==> config.mk <==
export PLATFORM = sky130hd
export DESIGN_NAME = z16_program_loader_flat
export DESIGN_NICKNAME = d
export VERILOG_FILES = /design/src/rtl/z16_program_loader_if.sv /design/src/rtl/z16_program_loader.sv /design/src/flat_wrapper.sv
export SDC_FILE = /design/constraint.sdc
export NUM_CORES = 1
export LEC_CHECK = 0
export ABC_AREA = 1
export BUFFER_PORTS_ARGS = -buffer_cell sky130_fd_sc_hd__buf_2
export CORE_MARGIN = 2
export CORE_UTILIZATION = 35
export CTS_CLUSTER_SIZE = 30
export DETAILED_ROUTE_END_ITERATION = 8
export GPL_TIMING_DRIVEN = 0
export SETUP_SLACK_MARGIN = 0.3
export SLEW_MARGIN = 30
export SYNTH_ARGS = -nofsm -noshare
export SYNTH_HDL_FRONTEND = slang
export SYNTH_SLANG_ARGS = --single-unit
==> constraint.sdc <==
create_clock -name i_clk -period 2.5 [get_ports i_clk]
set_clock_uncertainty 0.15 [all_clocks]
set_input_delay 0.125 -clock i_clk [delete_from_list [all_inputs] [get_ports i_clk]]
set_output_delay 0.125 -clock i_clk [all_outputs]
set_load 0.01 [all_outputs]
==> src/rtl/z16_program_loader_if.sv <==
`default_nettype none
// ----------------------------------------------------------------------------
// z16_program_loader_if : byte-stream input and instruction-memory write bus
// Revision: 1.0
// ----------------------------------------------------------------------------
interface z16_program_loader_if #(
  parameter int unsigned ADDR_W = 16
);
  logic              i_rx_valid;
  logic [7:0]        i_rx_data;
  logic              o_rx_ready;
  logic              o_imem_we;
  logic [ADDR_W-1:0] o_imem_addr;
  logic [15:0]       o_imem_wdata;

  // Loader side
  modport slave (
    input  i_rx_valid, i_rx_data,
    output o_rx_ready, o_imem_we, o_imem_addr, o_imem_wdata
  );

  // Byte source / memory side
  modport master (
    output i_rx_valid, i_rx_data,
    input  o_rx_ready, o_imem_we, o_imem_addr, o_imem_wdata
  );
endinterface
`default_nettype wire

==> src/rtl/z16_program_loader.sv <==
`default_nettype none
// ----------------------------------------------------------------------------
// z16_program_loader : writes a checksummed byte-stream image into Z16 imem
// Revision: 1.0
// ----------------------------------------------------------------------------
module z16_program_loader #(
  parameter int unsigned       ADDR_W    = 16,
  parameter logic [ADDR_W-1:0] BASE_ADDR = '0,
  parameter int unsigned       MAX_WORDS = 256
) (
  input  wire logic            i_clk,
  input  wire logic            i_rst,
  z16_program_loader_if.slave  bus,
  output logic                 o_cpu_rst,
  output logic                 o_done,
  output logic                 o_err
);

  typedef enum logic [2:0] {
    S_LEN_LO  = 3'd0,
    S_LEN_HI  = 3'd1,
    S_DATA_LO = 3'd2,
    S_DATA_HI = 3'd3,
    S_CSUM    = 3'd4,
    S_DONE    = 3'd5,
    S_ERR     = 3'd6
  } state_t;

  state_t            r_state;
  logic [15:0]       r_len;
  logic [15:0]       r_cnt;
  logic [7:0]        r_lo;
  logic [7:0]        r_csum;
  logic [ADDR_W-1:0] r_next_addr;

  logic        w_accept;
  logic [15:0] w_len;

  assign w_accept = bus.i_rx_valid && bus.o_rx_ready;
  assign w_len    = {bus.i_rx_data, r_len[7:0]};

  always_ff @(posedge i_clk) begin
    if (i_rst) begin
      r_state          <= S_LEN_LO;
      r_len            <= '0;
      r_cnt            <= '0;
      r_lo             <= '0;
      r_csum           <= '0;
      r_next_addr      <= BASE_ADDR;
      bus.o_rx_ready   <= 1'b0;
      bus.o_imem_we    <= 1'b0;
      bus.o_imem_addr  <= BASE_ADDR;
      bus.o_imem_wdata <= '0;
      o_cpu_rst        <= 1'b1;
      o_done           <= 1'b0;
      o_err            <= 1'b0;
    end else begin
      bus.o_imem_we <= 1'b0;
      case (r_state)
        S_LEN_LO: begin
          bus.o_rx_ready <= 1'b1;
          if (w_accept) begin
            r_len[7:0] <= bus.i_rx_data;
            r_state    <= S_LEN_HI;
          end
        end
        S_LEN_HI: begin
          bus.o_rx_ready <= 1'b1;
          if (w_accept) begin
            r_len[15:8] <= bus.i_rx_data;
            if (32'(w_len) > 32'(MAX_WORDS)) begin
              r_state        <= S_ERR;
              bus.o_rx_ready <= 1'b0;
              o_err          <= 1'b1;
            end else if (w_len == 16'd0) begin
              r_state <= S_CSUM;
            end else begin
              r_state <= S_DATA_LO;
            end
          end
        end
        S_DATA_LO: begin
          bus.o_rx_ready <= 1'b1;
          if (w_accept) begin
            r_lo    <= bus.i_rx_data;
            r_csum  <= r_csum ^ bus.i_rx_data;
            r_state <= S_DATA_HI;
          end
        end
        S_DATA_HI: begin
          bus.o_rx_ready <= 1'b1;
          if (w_accept) begin
            r_csum           <= r_csum ^ bus.i_rx_data;
            bus.o_imem_we    <= 1'b1;
            bus.o_imem_addr  <= r_next_addr;
            bus.o_imem_wdata <= {bus.i_rx_data, r_lo};
            r_next_addr      <= r_next_addr + ADDR_W'(2);
            r_cnt            <= r_cnt + 16'd1;
            // r_cnt still holds the index of the word being written
            if (r_cnt + 16'd1 == r_len) begin
              r_state <= S_CSUM;
            end else begin
              r_state <= S_DATA_LO;
            end
          end
        end
        S_CSUM: begin
          bus.o_rx_ready <= 1'b1;
          if (w_accept) begin
            bus.o_rx_ready <= 1'b0;
            if (bus.i_rx_data == r_csum) begin
              r_state   <= S_DONE;
              o_done    <= 1'b1;
              o_cpu_rst <= 1'b0;
            end else begin
              r_state <= S_ERR;
              o_err   <= 1'b1;
            end
          end
        end
        default: begin
          bus.o_rx_ready <= 1'b0;
        end
      endcase
    end
  end

endmodule
`default_nettype wire

==> src/flat_wrapper.sv <==
// flat-port wrapper written by rule: the top's interface ports become plain ports
module z16_program_loader_flat 
#(
  parameter int unsigned       ADDR_W    = 16,
  parameter logic [ADDR_W-1:0] BASE_ADDR = '0,
  parameter int unsigned       MAX_WORDS = 256
)
  (i_clk, i_rst, o_cpu_rst, o_done, o_err, bus_i_rx_valid, bus_i_rx_data, bus_o_rx_ready, bus_o_imem_we, bus_o_imem_addr, bus_o_imem_wdata);
  z16_program_loader_if #(.ADDR_W(ADDR_W)) bus_i ();
  input  wire logic i_clk;
  input  wire logic i_rst;
  output logic o_cpu_rst;
  output logic o_done;
  output logic o_err;
  input wire logic [$bits(bus_i.i_rx_valid)-1:0] bus_i_rx_valid;
  input wire logic [$bits(bus_i.i_rx_data)-1:0] bus_i_rx_data;
  output wire logic [$bits(bus_i.o_rx_ready)-1:0] bus_o_rx_ready;
  output wire logic [$bits(bus_i.o_imem_we)-1:0] bus_o_imem_we;
  output wire logic [$bits(bus_i.o_imem_addr)-1:0] bus_o_imem_addr;
  output wire logic [$bits(bus_i.o_imem_wdata)-1:0] bus_o_imem_wdata;
  assign bus_i.i_rx_valid = bus_i_rx_valid;
  assign bus_i.i_rx_data = bus_i_rx_data;
  assign bus_o_rx_ready = bus_i.o_rx_ready;
  assign bus_o_imem_we = bus_i.o_imem_we;
  assign bus_o_imem_addr = bus_i.o_imem_addr;
  assign bus_o_imem_wdata = bus_i.o_imem_wdata;
  z16_program_loader #(.ADDR_W(ADDR_W), .BASE_ADDR(BASE_ADDR), .MAX_WORDS(MAX_WORDS)) u_core (.i_clk(i_clk), .i_rst(i_rst), .bus(bus_i), .o_cpu_rst(o_cpu_rst), .o_done(o_done), .o_err(o_err));
endmodule
* Word level (Yosys, flattened, before mapping) *
Index checks and enable logic that the tools add are counted.

operators by class
  equality and inequality tests = 13
  add/sub/neg operators = 2
  bitwise logic cells = 2
  order comparisons = 1
  reductions and logical operators = 16
  multiplexer cells = 20

operators by type and width
  kind                                                                   count
  3-bit 2-to-1 mux                                                       8
  16-bit by 1-bit adder with 16-bit output, second input constant        1
  16-bit by 2-bit adder with 16-bit output, second input constant        1
  16-bit equality test                                                   1
  16-bit by 9-bit > comparator with 1-bit output, second input constant  1
  16-bit zero test                                                       1
  3-bit case mux with 5 select lines                                     1
  2-bit by 1-bit != test with 1-bit output, second input constant        6
  2-bit AND reduction                                                    5
  8-bit equality test                                                    1
  1-bit 2-to-1 mux                                                       8
  8-bit bitwise XOR                                                      1
  3-bit by 2-bit equality test with 1-bit output, second input constant  2
  6-bit AND reduction                                                    1
  5-bit AND reduction                                                    1
  5-bit nonzero test                                                     1
  2-bit OR reduction                                                     2
  3-bit by 1-bit equality test with 1-bit output, second input constant  1
  3-bit equality test, second input constant                             1
  3-bit zero test                                                        1
  1-bit case mux with 3 select lines                                     1
  3-bit AND reduction                                                    1
  3-bit OR reduction                                                     1
  2-bit 2-to-1 mux                                                       1
  5 further kinds                                                        5

storage, ports and cells
  input port bits = 11
  bits in registers = 104
  output and inout port bits = 37
  word-level logic and storage cells = 68

* Depth between registers and ports, before layout *
Gate-level depths: netlist (run 1).

  depth in word-level cells = 5
  depth in mapped cells = 16
  gate-level depth less buffers = 16

* Least setup slack after synthesis (run 1) *
OpenSTA, ideal clock, no wires.

  path type = reg2reg
  start = reg u_core.bus.o_rx_ready
  end = reg u_core.r_next_addr[10]
  setup time = 115 ps
  buffers on the path = 0
  period minus slack after synthesis = 1869 ps
  cell stages (with the launch flop) = 10
  data required time = 2235 ps
  arrival time = 1604 ps
  setup slack = 631 ps
  path through = dfxtp_1 -> nand2_1 -> nor3_4 -> nand2_1 -> nor2_2 -> nand3_2 -> nor4_4 -> nand3_1 -> nand2_1 -> o21ba_2

on the way
  longest elaborated chain between the ends = 2

RTL lines
  item                           line                         RTL
  from (decl)                    z16_program_loader_if.sv:19  output o_rx_ready, o_imem_we, o_imem_addr, o_imem_wdata
  from (signal assigned)         z16_program_loader.sv:50     bus.o_rx_ready <= 1'b0;
  from (signal assigned)         z16_program_loader.sv:61     bus.o_rx_ready <= 1'b1;
  from (signal assigned)         z16_program_loader.sv:68     bus.o_rx_ready <= 1'b1;
  1-bit logical AND              z16_program_loader.sv:39     assign w_accept = bus.i_rx_valid && bus.o_rx_ready;
  2-bit AND reduction (no line)  -
  to (signal assigned)           z16_program_loader.sv:97     r_next_addr <= r_next_addr + ADDR_W'(2);
  to (decl)                      z16_program_loader.sv:34     logic [ADDR_W-1:0] r_next_addr;

Every way passes these cells.
A chain may end at the register's enable or synchronous reset.

* Worst setup path in the final report (run 1) *
  start = reg u_core.r_state[2]
  end = reg u_core.r_next_addr[12]

on the way
  longest elaborated chain between the ends = 2

RTL lines
  item                                            line                      RTL
  from (decl)                                     z16_program_loader.sv:29  state_t r_state;
  from (signal assigned)                          z16_program_loader.sv:44  r_state <= S_LEN_LO;
  from (signal assigned)                          z16_program_loader.sv:64  r_state <= S_LEN_HI;
  from (signal assigned)                          z16_program_loader.sv:72  r_state <= S_ERR;
  3-bit by 2-bit equality test with 1-bit output  z16_program_loader.sv:59  case (r_state)
  2-bit AND reduction (no line)                   -

Every way passes these cells.

==> run summary, run 1 <==
status: finished clean
Top cell by count, worst path: nand2_2
post-route insts no fill: 939
Placed Cells: 909
most frequent cells after synthesis: nand2_1 (117), dfxtp_1 (102), nor2_1 (95)
CP delay by family, top: simple AND/OR/NAND/NOR gates
Setup crit end kind: flop
# Max-Cap Violations: 0
CTS Buf Count: 9
CP max stage cell: dfxtp_1
first-pass iteration count of the detailed router: 5
Placement Rows: 42
DRC: 0
max incr delay on CP: 0.37 ns
largest net degree at the start of global routing: 19
number of synthesized register bits: 102
I/O pin count: 48
Reg2Reg Setup Slack: 0.43 ns
CTS tree: yes
first-pass GRT wire length: 21.9 mm
Hold EP: u_core.r_state[0]$_SDFFE_PP0P_
Synth top area share: 42.6%
clk sinks: 102
vias in the first global route: 4352
cell taking the most area after synthesis: dfxtp_1
synthesized cell area: 4800 um2
Area Overhead vs Synth: 20.0%
HP Start: i_rst
worst vdd ir: 0.312 mV
cell with the most instances after synthesis: nand2_1
Seq/Total Area, Yosys: 42.6%
hold crit path type: primary input to flop
Nets: 771
Yosys cell types: 35
I/O Buffers: 45
ANT cells: 0
R2R cell count: 11
synthesis warning total: 0
GRT Total Usage: 19.1%
chip height: 121 um
Async SR Flop Fraction: 0%
Vias: 4594
placer congestion estimate: 0.873
die area: 14700 um2
RSZ-0062 raised after global routing: true
post-layout minimum cycle time: 2.07 ns
worst-margin pin slew: 0.580 ns
Fmax: 484 MHz
Hold Fails Final Rpt: 0
Design Power: 3.31 mW
number of nets with antenna violations after routing: 0
H-tree depth: 3
WL final: 13.5 mm
vias per cell: 4.89
Worst R2R Start: u_core.r_state[2]$_SDFFE_PP0P_
CP required: 2.60 ns
synthesized instance count: 688
critical path arrival: 2.17 ns
DRT iter0 DRCs: 314
clk_lat worst skew: 0.35 ns
Post-synth EDFFs: 0
Core Area: 13300 um2
Leak: 2.61 nW
Hold Path Stages: 2
top cells by area, synth: dfxtp_1 (43%), nand2_1 (9.2%), o21ai_0 (8.6%)
PnR worst setup slack: 0.433 ns
worst hold margin: 0.118 ns
Crit Path Max Fanout: 5
max-slew violation count: 0
ys flop type: dfxtp_1
CP cell instances: inv_2 -> nand2_2 -> nor3_4 -> buf_4 -> nand2_2 -> nor2_4 -> nand3_2 -> nor4_4 -> nand3_1 -> o21ai_0 -> a21oi_1
Starting Density: 36.1%
syn nets: 701
Root Driver: clkbuf_16
dpl ws: -0.00451 ns
crit start category: flop
initial antenna violation count: 0
WL/cell: 14.4 um
WP buf/inv: 2
Remaining Overflow, GRT: 0
PwrDens: 575 nW/um2
Die Width: 121 um
Slew headroom: 61.3%
hpwl dp: 9.59 mm
period utilization: 82.7%
syn avg cell area: 6.97 um2
clock transition at the registers of the reported paths: 0.08 ns
R2R Path End: u_core.r_next_addr[12]$_SDFFE_PP0P_
Finish-stage setup viols: 0
kind of critical path: flop to flop
Clock Path Buffers: 2
layout cells sized above 1: 15.5%
==> metrics by stage <==
| stage | setup TNS (ns) | util (%) | cell area [um2] |
|---|---|---|---|
| 2_1_floorplan | 0 | - | 4800 |
| 3_3_place_gp | -0.0399 | 39.4 | 5240 |
| 3_5_place_dp | -0.00469 | 39.4 | 5240 |
| 4_1_cts | 0 | 42.4 | 5640 |
| 5_1_grt | 0 | 43.3 | 5750 |
| 6_report | 0 | 43.3 | 5750 |
==> cells in the final DEF, fill, tap and decap left out, types with 3 or more instances in the layout <==
master         Yosys  routed
o21ai_0           82      82
nand2_1          117     112
dfxtp_1          102      92
o211ai_1           7       7
a21oi_1           61      61
nor4_1             3       3
nor3_4             2       3
clkbuf_1          20      14
nand3_1           53      52
inv_1             79      78
dfxtp_2            0      10
nor2_4             2       6
inv_2              2       3
clkbuf_16          0       9
nor2_2             3       5
nand2_2            0       4
buf_2              2      49
buf_4              3       8
nor2_1            95      90
xor2_1             8       8
nand3b_1           3       3
nand4_1           19      19
nand3_2            2       3
dlygate4sd3_1      0       8
clkbuf_2           0       5
nor3_1             5       5
==> cell families (layout without fill, tap and decap cells) <==
logic type	count (synthesis)	after routing	synth area share [%]
compound gates	157	157	17.2
flops	102	102	42.6
fa+ha+maj	2	2	0.522
other cells	1	1	0.0782
simple gates	308	309	29.2
buf+inv	109	183	8.82
xor+xnor	9	9	1.64
==> timing repair <==
item | 4_1_cts | 5_1_grt
gates cloned | 1 | 0
setup buffers | 1 | 4
gates resized for setup | 10 | 30
hold endpoints to repair | 11 | 0
hold buffers | 8 | 0
pin swaps | 2 | 6
setup endpoints to repair | 55 | 34
==> how the worst max path moves through the flow <==
stage / startpoint / endpoint / cells past startpoint
global route: u_core.r_state[2]$_SDFFE_PP0P_ / u_core.r_next_addr[15]$_SDFFE_PP0P_ / 11
finish: u_core.r_state[2]$_SDFFE_PP0P_ / u_core.r_next_addr[12]$_SDFFE_PP0P_ / 11
floorplan: u_core.bus.o_rx_ready$_SDFF_PP0_ / u_core.r_next_addr[10]$_SDFFE_PP0P_ / 9
global placement: u_core.r_state[0]$_SDFFE_PP0P_ / u_core.bus.o_imem_wdata[4]$_SDFFE_PP0P_ / 6
detailed placement: u_core.r_state[0]$_SDFFE_PP0P_ / u_core.bus.o_imem_addr[3]$_SDFFE_PP0P_ / 5
CTS: u_core.r_state[2]$_SDFFE_PP0P_ / u_core.bus.o_imem_wdata[1]$_SDFFE_PP0P_ / 8
==> flip-flops by register name (all words and copies together), names as in the netlist <==
name / cells
u_core.r_csum: 8
u_core.r_lo: 8
u_core.o_err: 1
u_core.bus.o_imem_wdata: 16
u_core.bus.o_rx_ready: 1
u_core.r_next_addr: 15
u_core.o_cpu_rst: 1
u_core.bus.o_imem_we: 1
u_core.r_cnt: 16
u_core.r_state: 3
u_core.bus.o_imem_addr: 15
u_core.o_done: 1
u_core.r_len: 16
==> layer usage <==
metal,routed length [um],GRT usage [%]
met3,615,2.73
met2,6150,32.2
met1,6500,25.1
met5,0,0
met4,246,6.40
==> power by group <==
group	internal [mW]	switching [mW]	total, mW
sequential	1.65	0.0211	1.67
combinational	0.0818	0.157	0.238
clock	0.721	0.676	1.40
==> layout make-up <==
type	count	area, um2
Fill cell	1393	7540
Multi-Input combinational cell	478	2410
Sequential cell	102	2050
Timing Repair Buffer	58	343
Inverter	82	309
Clock buffer	10	239
Tap cell	176	220
Buffer	27	124
Clock inverter	6	52.6
Note: power is estimated with default switching activity, not from simulation.
==> run 2, diff against run 1 <==
==> constraint.sdc (replaced) <==
create_clock -name i_clk -period 1.91 [get_ports i_clk]
set_clock_uncertainty 0.15 [all_clocks]
set_input_delay 0.0955 -clock i_clk [delete_from_list [all_inputs] [get_ports i_clk]]
set_output_delay 0.0955 -clock i_clk [all_outputs]
set_load 0.01 [all_outputs]
==> run 2 against run 1 <==
The flow now finishes with violations (hold timing, setup timing). Hold slack got worse by 0.15 ns. Flip-flop and latch count is the same. Critical path depth rose by 2. Wire length up 24%. Die area is the same. Final cell count increased by 4.0%. Sequential share of layout area fell by 5.9 points. Sequential power up 31%. Clock power rose by 41%. Setup slack worse by 0.59 ns. Clock-buffer cell count up 1. Critical path type unchanged.
==> run summary, run 2 (same netlist as run 1, synthesis figures left out) <==
Placement Rows: 42
first-pass GRT wire length: 23.3 mm
placed cell areas: 5300 um2
final instance area: 7000 um2
period utilization: 108%
CP required: 2.05 ns
chip height: 121 um
clock transition at the registers of the reported paths: 0.07 ns
CTS Buf Count: 9
H-tree depth: 3
Hold Path Stages: 3
failing checks: hold timing, setup timing
hold crit path type: primary input to flop
worst-margin pin slew: 0.665 ns
PnR worst setup slack: -0.156 ns
Slew headroom: 55.7%
Crit Path Max Fanout: 5
Starting Density: 36.1%
vias in the first global route: 4657
commonest non-fill, non-tap cell in the layout: nand2_1
Area Overhead vs Synth: 45.9%
hpwl dp: 10.1 mm
DRC: 0
number of nets with antenna violations after routing: 0
most frequent cells in the layout: nand2_1 (100), dfxtp_1 (84), nor2_1 (76), inv_1 (73)
R2R cell count: 13
Remaining Overflow, GRT: 0
DRT iter0 DRCs: 417
clk_lat worst skew: 0.36 ns
Finished Core Util: 52.6%
Clock Path Buffers: 2
clk sinks: 102
I/O pin count: 48
Hold Fails Final Rpt: 3
worst vdd ir: 0.533 mV
Core Area: 13300 um2
Nets: 809
Fmax: 484 MHz
largest net degree at the start of global routing: 18
biggest regs: u_core.bus.o_imem_wdata (16), u_core.r_cnt (16), u_core.r_len (16)
layout cells sized above 1: 33.3%
placer congestion estimate: 0.866
Leak: 3.01 nW
status: finished with violations
worst hold margin: -0.0282 ns
I/O Buffers: 45
max-slew violation count: 0
ANT cells: 0
initial antenna violation count: 0
Reg2Reg Setup Slack: -0.16 ns
CTS tree: yes
vias per cell: 5.29
# Max-Cap Violations: 0
first-pass iteration count of the detailed router: 5
Vias: 5171
crit start category: flop
die area: 14700 um2
Root Driver: clkbuf_16
post-layout minimum cycle time: 2.07 ns
kind of critical path: flop to flop
Design Power: 4.59 mW
PwrDens: 656 nW/um2
Die Width: 121 um
critical path arrival: 2.20 ns
Finish-stage setup viols: 6
GRT Total Usage: 20.4%
RSZ-0062 raised after global routing: true
Setup crit end kind: flop
WL final: 16.8 mm
WL/cell: 17.2 um
-- run 2: layout make-up --
cell class | count | area (um2)
Sequential cell | 102 | 2080
Timing Repair Buffer | 96 | 817
Inverter | 82 | 320
Buffer | 27 | 318
Clock inverter | 5 | 63.8
Multi-Input combinational cell | 478 | 2920
Clock buffer | 11 | 253
Tap cell | 176 | 220
Fill cell | 1219 | 6300
-- run 2: repair_timing --
item                                   CTS  global route
pin swaps                               19            55
resized for setup                       97           180
hold buffers                            11             1
setup buffers                           16            15
gates cloned                             1            10
endpoints found under the hold margin   26             1
setup endpoints to repair               84            85
-- run 2: path summary, 6_finish.rpt --
check,from,endpoint
worst max-delay path,u_core.r_cnt[0]$_SDFFE_PP0P_,u_core.r_state[2]$_SDFFE_PP0P_
worst min-delay path,bus_i_rx_data[6],u_core.r_len[6]$_SDFFE_PP0P_
worst max register to register,u_core.r_cnt[0]$_SDFFE_PP0P_,u_core.r_state[2]$_SDFFE_PP0P_
worst min register to register,u_core.o_cpu_rst$_SDFFE_PP1P_,u_core.o_cpu_rst$_SDFFE_PP1P_
-- run 2: power breakdown --
part | switching [mW] | leakage [nW] | internal [mW]
Clock | 0.881 | 0.153 | 1.10
Combinational | 0.266 | 2.02 | 0.158
Sequential | 0.0299 | 0.835 | 2.15
Total | 1.18 | 3.01 | 3.41
-- run 2: metrics by stage --
step,setup TNS (ns),setup slack (ns),std cells
after floorplan,0,0.150,688
after global placement,-8.66,-0.344,909
after detailed placement,-10.97,-0.380,909
after CTS,-0.269,-0.0785,953
after global routing,-1.32,-0.250,977
final,-0.523,-0.156,977
-- run 2: per-layer routing --
layer	global-route usage, %	share of wire [%]	wire length [um]
met5	0	0	0
met4	7.92	3.0	510
met1	24.9	42	7050
met2	35.2	49	8280
met3	4.09	5.6	946
-- run 2: worst max-delay path: stages, from the launching register on --
cell,delay (ns)
dfxtp_4,0.38
ha_4,0.17
nand2_4,0.09
nor2_4,0.21
nand3_1,0.15
nand3_2,0.11
nand2_1,0.05
nor2_1,0.08
nand3b_1,0.12
nor2_2,0.13
nand3_1,0.08
nand2_1,0.08
nand2_1,0.08
a21oi_2,0.12
==> run 3, diff against run 2 <==
--- a/config.mk
+++ b/config.mk
@@ -6,7 +6,7 @@
 export NUM_CORES = 1
 export LEC_CHECK = 0
 export ABC_AREA = 1
-export BUFFER_PORTS_ARGS = -buffer_cell sky130_fd_sc_hd__buf_2
+export BUFFER_PORTS_ARGS = -buffer_cell sky130_fd_sc_hd__buf_4
 export CORE_MARGIN = 2
 export CORE_UTILIZATION = 35
 export CTS_CLUSTER_SIZE = 30
==> run 3 against run 2 <==
The run still ends with hold timing, setup timing left. First-iteration DRC count shrank 26%. Flip-flop and latch count unchanged. Wire length rose by 1.9%. Combinational power rose by 10%. Final area rose by 5.2%. Clock power down 9%. Sequential share of layout area is 1.4 points lower. Critical path type unchanged. Critical endpoint is now u_core.r_next_addr[15]$_SDFFE_PP0P_.
==> run summary, run 3 (same netlist as run 1, synthesis figures left out) <==
Leak: 3.08 nW
Fmax: 473 MHz
PnR worst setup slack: -0.203 ns
Placed Cells: 909
clk_lat worst skew: 0.36 ns
CP cell instances: inv_6 -> nor3_4 -> buf_6 -> inv_4 -> nor3_4 -> nand2_2 -> nor4_4 -> nand4_1 -> nand2_1 -> nand2_1 -> nor2_1
max incr delay on CP: 0.41 ns
die area: 14700 um2
CP delay by family, top: simple AND/OR/NAND/NOR gates
Crit Path Max Fanout: 5
DRC: 0
PwrDens: 607 nW/um2
vias in the first global route: 4786
status: finished with violations
placed cell areas: 5410 um2
WL/cell: 17.2 um
number of nets with antenna violations after routing: 0
commonest non-fill, non-tap cell in the layout: nand2_1
I/O pin count: 48
most frequent cells in the layout: nand2_1 (97), dfxtp_1 (85), inv_1 (74), buf_4 (67), nor2_1 (54)
hold crit path type: primary input to flop
Vias: 5291
initial antenna violation count: 0
placer congestion estimate: 0.878
Finish-stage setup viols: 39
ANT cells: 0
post-route insts no fill: 993
WL final: 17.1 mm
Core Area: 13300 um2
Placement Rows: 42
biggest regs: u_core.bus.o_imem_wdata (16), u_core.r_cnt (16), u_core.r_len (16)
CTS tree: yes
Clock Path Buffers: 2
max-slew violation count: 0
vias per cell: 5.33
filler cell count: 1147
Hold Fails Final Rpt: 1
clk sinks: 102
first-pass iteration count of the detailed router: 6
critical path arrival: 2.25 ns
clock transition at the registers of the reported paths: 0.07 ns
Remaining Overflow, GRT: 0
DRT iter0 DRCs: 310
failing checks: hold timing, setup timing
first-pass GRT wire length: 23.7 mm
kind of critical path: flop to flop
Die Width: 121 um
WP buf/inv: 3
Starting Density: 36.1%
post-layout minimum cycle time: 2.11 ns
worst hold margin: -0.0574 ns
hpwl dp: 10.0 mm
CP required: 2.05 ns
# Max-Cap Violations: 0
worst vdd ir: 0.532 mV
Area Overhead vs Synth: 53.5%
CP max stage cell: dfxtp_4
I/O Buffers: 45
Nets: 825
final instance area: 7360 um2
layout cells sized above 1: 35.7%
period utilization: 111%
GRT Total Usage: 20.7%
crit start category: flop
RSZ-0062 raised after global routing: true
worst-margin pin slew: 0.639 ns
largest net degree at the start of global routing: 18
chip height: 121 um
Root Driver: clkbuf_16
H-tree depth: 3
Setup crit end kind: flop
CTS Buf Count: 9
Slew headroom: 57.4%
run 3: changes by cell type in the layout (fill, tap and decap cells not counted), sizes merged, moves of 2 or more:
cell	delta
clkbuf	+2
dlygate4sd3	+5
buf	+12
dlymetal6s4s	-2
run 3: final timing paths:
path         slack, ns                            from  depth (start not counted)                                   to
max reg2reg      -0.20  u_core.r_state[1]$_SDFFE_PP0P_                         11  u_core.r_next_addr[15]$_SDFFE_PP0P_
min reg2reg       0.30      u_core.o_done$_SDFFE_PP0P_                          2           u_core.o_done$_SDFFE_PP0P_
min              -0.06                bus_i_rx_data[5]                          3         u_core.r_len[5]$_SDFFE_PP0P_
max              -0.20  u_core.r_state[1]$_SDFFE_PP0P_                         11  u_core.r_next_addr[15]$_SDFFE_PP0P_
run 3: final cells by class:
class,instances,area [um2],area share (%)
Buffer,27,293,3.98
Sequential cell,102,2090,28.3
Inverter,82,322,4.37
Tap cell,176,220,2.99
Clock inverter,5,40.0,0.544
Timing Repair Buffer,112,1110,15.1
Multi-Input combinational cell,478,3040,41.3
Clock buffer,11,243,3.30
run 3: where the power goes:
group	leakage (nW)	switching (mW)	internal, mW	total (mW)
Clock	0.141	0.872	0.936	1.81
Sequential	0.835	0.0339	2.15	2.19
Combinational	2.10	0.281	0.187	0.468
Total	3.08	1.19	3.28	4.46
run 3: stage by stage:
step | utilization, % | hold WS [ns] | total power [mW] | worst slack, ns | TNS, ns
4_1_cts | 47.1 | 0.00114 | 4.36 | -0.156 | -0.591
6_report | 55.4 | -0.0574 | 4.46 | -0.203 | -3.15
3_5_place_dp | 40.7 | 0.274 | 2.55 | -0.376 | -11.48
3_3_place_gp | 40.7 | 0.278 | 2.54 | -0.344 | -8.92
5_1_grt | 55.4 | 0.00418 | 4.61 | -0.327 | -5.51
2_1_floorplan | - | 0.0804 | 2.44 | 0.150 | 0
run 3: per-layer routing:
| layer | up-vias | global-route usage (%) | share of wire, % |
|---|---|---|---|
| met5 | - | 0 | 0 |
| met4 | 0 | 8.28 | 2.9 |
| met3 | 33 | 4.32 | 6.2 |
| met2 | 181 | 34.7 | 50 |
| met1 | 2538 | 25.8 | 41 |
| li1 | 2539 | - | - |
run 3: repair_timing:
| item | CTS | global route |
|---|---|---|
| gates resized for setup | 85 | 218 |
| hold buffers | 12 | 5 |
| endpoints found under the hold margin | 35 | 9 |
| buffers inserted | 17 | 27 |
| gates cloned | 2 | 9 |
| pin swaps | 18 | 41 |
| endpoints found under the setup margin | 83 | 99 |
run 3: worst min-delay path, stage by stage:
cell,delay (ns)
buf_4,0.10
o21ai_0,0.09
a21oi_1,0.12
